[src/rtl/instr_decode_controller_if.sv]
// Instruction-word / decoded-field bundle between the fetch side and the decode controller.
// The master presents in32; the slave returns the registered decode.
interface instr_decode_controller_if;
    logic [31:0] in32;
    logic        ri;
    logic [5:0]  rs;
    logic [5:0]  rd;
    logic [3:0]  fx;
    logic [5:0]  rt;
    logic [14:0] imm;
    logic [3:0]  ALUopsel;
    logic        WE1;
    logic        WE2;

    modport master (
        output in32,
        input  ri, rs, rd, fx, rt, imm, ALUopsel, WE1, WE2
    );

    modport slave (
        input  in32,
        output ri, rs, rd, fx, rt, imm, ALUopsel, WE1, WE2
    );
endinterface

[src/rtl/instr_decode_controller.sv]
// Single-cycle instruction decoder: splits in32 into register/function/immediate fields
// and derives the ALU select and load/store write strobes, all registered with 1-cycle latency.
module instr_decode_controller #(
    parameter logic [3:0] LOAD_FX  = 4'b0100,
    parameter logic [3:0] STORE_FX = 4'b0011
) (
    input logic                        clk,
    input logic                        rst_n,
    instr_decode_controller_if.slave   bus
);

    logic        w_ri;
    logic [5:0]  w_rs;
    logic [5:0]  w_rd;
    logic [3:0]  w_fx;
    logic [5:0]  w_rt;
    logic [14:0] w_imm;
    logic        w_we1;
    logic        w_we2;

    logic        r_ri;
    logic [5:0]  r_rs;
    logic [5:0]  r_rd;
    logic [3:0]  r_fx;
    logic [5:0]  r_rt;
    logic [14:0] r_imm;
    logic [3:0]  r_alu_sel;
    logic        r_we1;
    logic        r_we2;

    always_comb begin
        // NOTE: every combinational output gets a default first so no path leaves it unassigned (no latch).
        w_ri  = bus.in32[31];
        w_rs  = bus.in32[30:25];
        w_rd  = bus.in32[24:19];
        w_fx  = bus.in32[18:15];
        w_rt  = 6'd0;
        w_imm = 15'd0;
        w_we1 = 1'b0;
        w_we2 = 1'b0;

        if (w_ri) begin
            w_imm = bus.in32[14:0];
        end else begin
            w_rt = bus.in32[14:9];
        end

        // An unknown fx fails the equality test, so the strobes stay low unless the code matches exactly.
        if (w_fx == LOAD_FX) begin
            w_we1 = 1'b1;
        end
        if (w_fx == STORE_FX) begin
            w_we2 = 1'b1;
        end
    end

    always_ff @(posedge clk or negedge rst_n) begin
        // NOTE: sequential state uses non-blocking assignments so all registers sample the same pre-edge values.
        if (!rst_n) begin
            r_ri      <= 1'b0;
            r_rs      <= 6'd0;
            r_rd      <= 6'd0;
            r_fx      <= 4'd0;
            r_rt      <= 6'd0;
            r_imm     <= 15'd0;
            r_alu_sel <= 4'd0;
            r_we1     <= 1'b0;
            r_we2     <= 1'b0;
        end else begin
            r_ri      <= w_ri;
            r_rs      <= w_rs;
            r_rd      <= w_rd;
            r_fx      <= w_fx;
            r_rt      <= w_rt;
            r_imm     <= w_imm;
            r_alu_sel <= w_fx;
            r_we1     <= w_we1;
            r_we2     <= w_we2;
        end
    end

    assign bus.ri       = r_ri;
    assign bus.rs       = r_rs;
    assign bus.rd       = r_rd;
    assign bus.fx       = r_fx;
    assign bus.rt       = r_rt;
    assign bus.imm      = r_imm;
    assign bus.ALUopsel = r_alu_sel;
    assign bus.WE1      = r_we1;
    assign bus.WE2      = r_we2;

endmodule

[src/flat_wrapper.sv]
// flat-port wrapper written by rule: the top's interface ports become plain ports
module instr_decode_controller_flat 
#(
    parameter logic [3:0] LOAD_FX  = 4'b0100,
    parameter logic [3:0] STORE_FX = 4'b0011
)
  (clk, rst_n, bus_in32, bus_ri, bus_rs, bus_rd, bus_fx, bus_rt, bus_imm, bus_ALUopsel, bus_WE1, bus_WE2);
  instr_decode_controller_if bus_i ();
  input logic clk;
  input logic rst_n;
  input wire logic [$bits(bus_i.in32)-1:0] bus_in32;
  output wire logic [$bits(bus_i.ri)-1:0] bus_ri;
  output wire logic [$bits(bus_i.rs)-1:0] bus_rs;
  output wire logic [$bits(bus_i.rd)-1:0] bus_rd;
  output wire logic [$bits(bus_i.fx)-1:0] bus_fx;
  output wire logic [$bits(bus_i.rt)-1:0] bus_rt;
  output wire logic [$bits(bus_i.imm)-1:0] bus_imm;
  output wire logic [$bits(bus_i.ALUopsel)-1:0] bus_ALUopsel;
  output wire logic [$bits(bus_i.WE1)-1:0] bus_WE1;
  output wire logic [$bits(bus_i.WE2)-1:0] bus_WE2;
  assign bus_i.in32 = bus_in32;
  assign bus_ri = bus_i.ri;
  assign bus_rs = bus_i.rs;
  assign bus_rd = bus_i.rd;
  assign bus_fx = bus_i.fx;
  assign bus_rt = bus_i.rt;
  assign bus_imm = bus_i.imm;
  assign bus_ALUopsel = bus_i.ALUopsel;
  assign bus_WE1 = bus_i.WE1;
  assign bus_WE2 = bus_i.WE2;
  instr_decode_controller #(.LOAD_FX(LOAD_FX), .STORE_FX(STORE_FX)) u_core (.clk(clk), .rst_n(rst_n), .bus(bus_i));
endmodule
[config.mk]
export PLATFORM = sky130hd
export DESIGN_NAME = instr_decode_controller_flat
export DESIGN_NICKNAME = d
export VERILOG_FILES = /design/src/rtl/instr_decode_controller_if.sv /design/src/rtl/instr_decode_controller.sv /design/src/flat_wrapper.sv
export SDC_FILE = /design/constraint.sdc
export NUM_CORES = 1
export LEC_CHECK = 0
export BUFFER_PORTS_ARGS = -buffer_cell sky130_fd_sc_hd__clkbuf_2
export CORE_MARGIN = 10
export CORE_UTILIZATION = 46
export CTS_BUF_LIST = sky130_fd_sc_hd__clkbuf_2 sky130_fd_sc_hd__clkbuf_4 sky130_fd_sc_hd__clkbuf_8
export DETAILED_ROUTE_END_ITERATION = 8
export HOLD_SLACK_MARGIN = 0.06
export PLACE_DENSITY = 0.86
export REMOVE_ABC_BUFFERS = 1
export SKIP_CTS_REPAIR_TIMING = 1
export SLEW_MARGIN = 20
export SYNTH_ARGS = -nofsm -noshare
export SYNTH_HDL_FRONTEND = slang
export SYNTH_SLANG_ARGS = --single-unit
export TNS_END_PERCENT = 100
[constraint.sdc]
create_clock -name clk -period 1.55 [get_ports clk]
set_input_delay 0.31 -clock clk [delete_from_list [all_inputs] [get_ports clk]]
set_output_delay 0.31 -clock clk [all_outputs]
set_load 0.02 [all_outputs]
==> summary.md <==
| Metric | Value |
|---|---|
| Outcome | `complete, no violations` |
| Critical path class | `reg2out` |
| Port buffer count | `77` |
| First-pass GRT wire length | `4.71 mm` |
| FMAX | `818 MHz` |
| Post-route ant nets | `0` |
| GP Congestion | `0.722` |
| Depth of the CTS H-tree | `2` |
| Leakage power | `0.974 nW` |
| Die height | `71.0 um` |
| Clock sink total | `40` |
| I/O pins | `between 70 and 80` |
| CP Max Fanout | `1` |
| DIE WIDTH | `71.0 um` |
| Via count | `840` |
| Initial Util | `48.3%` |
| TritonCTS clock tree | `yes` |
| Initial drt markers | `50` |
| Crit path cell chain | `clkbuf_2` |
| Clk Tree Root Cell | `clkbuf_4` |
| Initial antenna violation count | `0` |
| Final #Nets | `around 200` |
| Startpoint types | `flop` |
| Unique masters post-synth | `7` |
| DR pass1 iterations | `3` |
| CP Capture Type | `output port` |
| Synth area leader | `dfrtp_1` |
| DRC Markers | `0` |
| Sequential fraction of the synthesis area | `83.7%` |
| Die ar. | `0.00504 mm2` |
| Routed WL | `3.53 mm` |
| Slowest cell on crit path | `dfrtp_1` |
| Utilization after layout | `71.5%` |
| RSZ-0062 raised after global routing | `no` |
| Final min period | `1.22 ns` |
| Largest net degree at the start of global routing | `41` |
| Num CTS Buffers | `5` |
| Critical path's top delay family | `flip-flops` |
| Vias/cell | `4.38` |
| Synth warn | `0` |
| FP Rows | `18` |
| Max Cap Viol | `0` |
| Slowest cell delay on critical path | `0.40 ns` |
| Core area | `0.00248 mm2` |
| WP buf/inv | `1` |
| Setup-failing EPs final | `0` |
| Worst min-delay path class | `in2reg` |
| Bufs on Longest Clock Path | `2` |
| Syn avg cell area | `17.3 um2` |
| DP Worst Slack | `0.657 ns` |
| Proportion of layout cells with a drive suffix above 1 | `between 50% and 60%` |
| Final Cell Area | `0.00177 mm2` |
| Seq cells post-synth | `40` |
| Area of the mapped netlist | `around 0.0012 mm2` |
| Setup TNS | `0 ns` |
| Tot GR Track Use | `12.2%` |
| Slew Viols, Final | `0` |
| Worst path required time | `about 1.2 ns` |
| Mapped Cells | `69` |
| Peak supply drop | `0.754 mV` |
| Area of placed instances | `0.00158 mm2` |
| Worst-Margin Slew | `0.475 ns` |
| Wirelength per Cell | `18.4 um` |
| Top post-synthesis cells by area | `dfrtp_1 84%, and2_1 7.8%, buf_4 3.1%` |
| Number of global-route vias before repair | `861` |
| Synth-to-Final Area Change | `48.0%` |
| ANT cells | `0` |
| Max-slew headroom at the worst pin | `68.3%` |
| Post-synth top area share | `83.7%` |
| Count of final hold-check violations | `0` |
| Crit share post-route | `78.9%` |
| Power Dens Cells | `around 1100 mW/mm2` |
| Worst Path Arrival | `about 0.91 ns` |
| Final WS setup | `around 0.33 ns` |
| Congestion Overflow GR | `0` |
| Clock-pin slew on the worst setup and hold paths | `about 0.12 ns` |
per-stage QoR:
stage,total power [W],std cells,hold WS [ns]
2_1_floorplan,0.00123,63,0.0144
3_3_place_gp,0.00136,171,0.368
3_5_place_dp,0.00137,171,0.386
4_1_cts,0.00186,179,0.00515
5_1_grt,0.00195,192,0.0790
6_report,0.00186,192,0.112
flip-flops by register name (all words and copies together) (netlist names):
| signal | count |
|---|---|
| u_core.bus.WE1 | 1 |
| u_core.bus.WE2 | 1 |
| u_core.bus.fx | 4 |
| u_core.bus.imm | 15 |
| u_core.bus.rd | 6 |
| u_core.bus.ri | 1 |
| u_core.bus.rs | 6 |
| u_core.bus.rt | 6 |
synthesized netlist by cell type:
cell type and instances:
and2_1 15, buf_2 1, nor4b_1 1, and4bb_2 1, dfrtp_1 40, nor2b_1 6, buf_4 5
final timing paths:
check	startpoint	end	slack, ns	cells after the start
setup / recovery	u_core.bus.rd[1]$_DFF_PN0_	bus_rd[1]	0.33	1
hold / removal	bus_in32[17]	u_core.bus.fx[2]$_DFF_PN0_	0.11	1
max in group asynchronous	rst_n	u_core.bus.rt[3]$_DFF_PN0_	0.64	3
min in group asynchronous	rst_n	u_core.bus.rs[5]$_DFF_PN0_	0.55	3
cells in the final DEF (no fill, tap or decap), drive strengths merged:
cell	instances
dfrtp	40
and4bb	1
buf	1
and2	15
clkinv	3
nor4b	1
dlygate4sd3	13
clkbuf	82
nor2b	6
power breakdown:
group	switching, W	internal [W]
registers	0.0000189	0.00109
clock network	0.000316	0.000174
logic	0.000157	0.000105
logic make-up (layout without fill, tap and decap cells):
| kind of cell | after synthesis | after routing | share of synthesized area (%) |
|---|---|---|---|
| buf+inv | 6 | 99 | 3.56 |
| flops | 40 | 40 | 83.7 |
| simple gates | 23 | 23 | 12.8 |
area by class of cell:
cell class                 instances  area [um2]
multi-input combinational         23         153
clock buffer                       5        37.5
timing repair buffer              91         523
clock inverter                     3        18.8
sequential                        40        1000
fill                             160         707
tap                               30        37.5
routing by layer:
metal	up-vias	GRT usage, %	part of all wire (%)	routed length, um
met5	-	0	0	0
met4	0	5.38	0.71	25
met3	4	7.81	11	378
met2	57	19.2	48	1700
met1	387	12.7	40	1420
li1	392	-	-	-
Power figures use the tool's default switching activity.
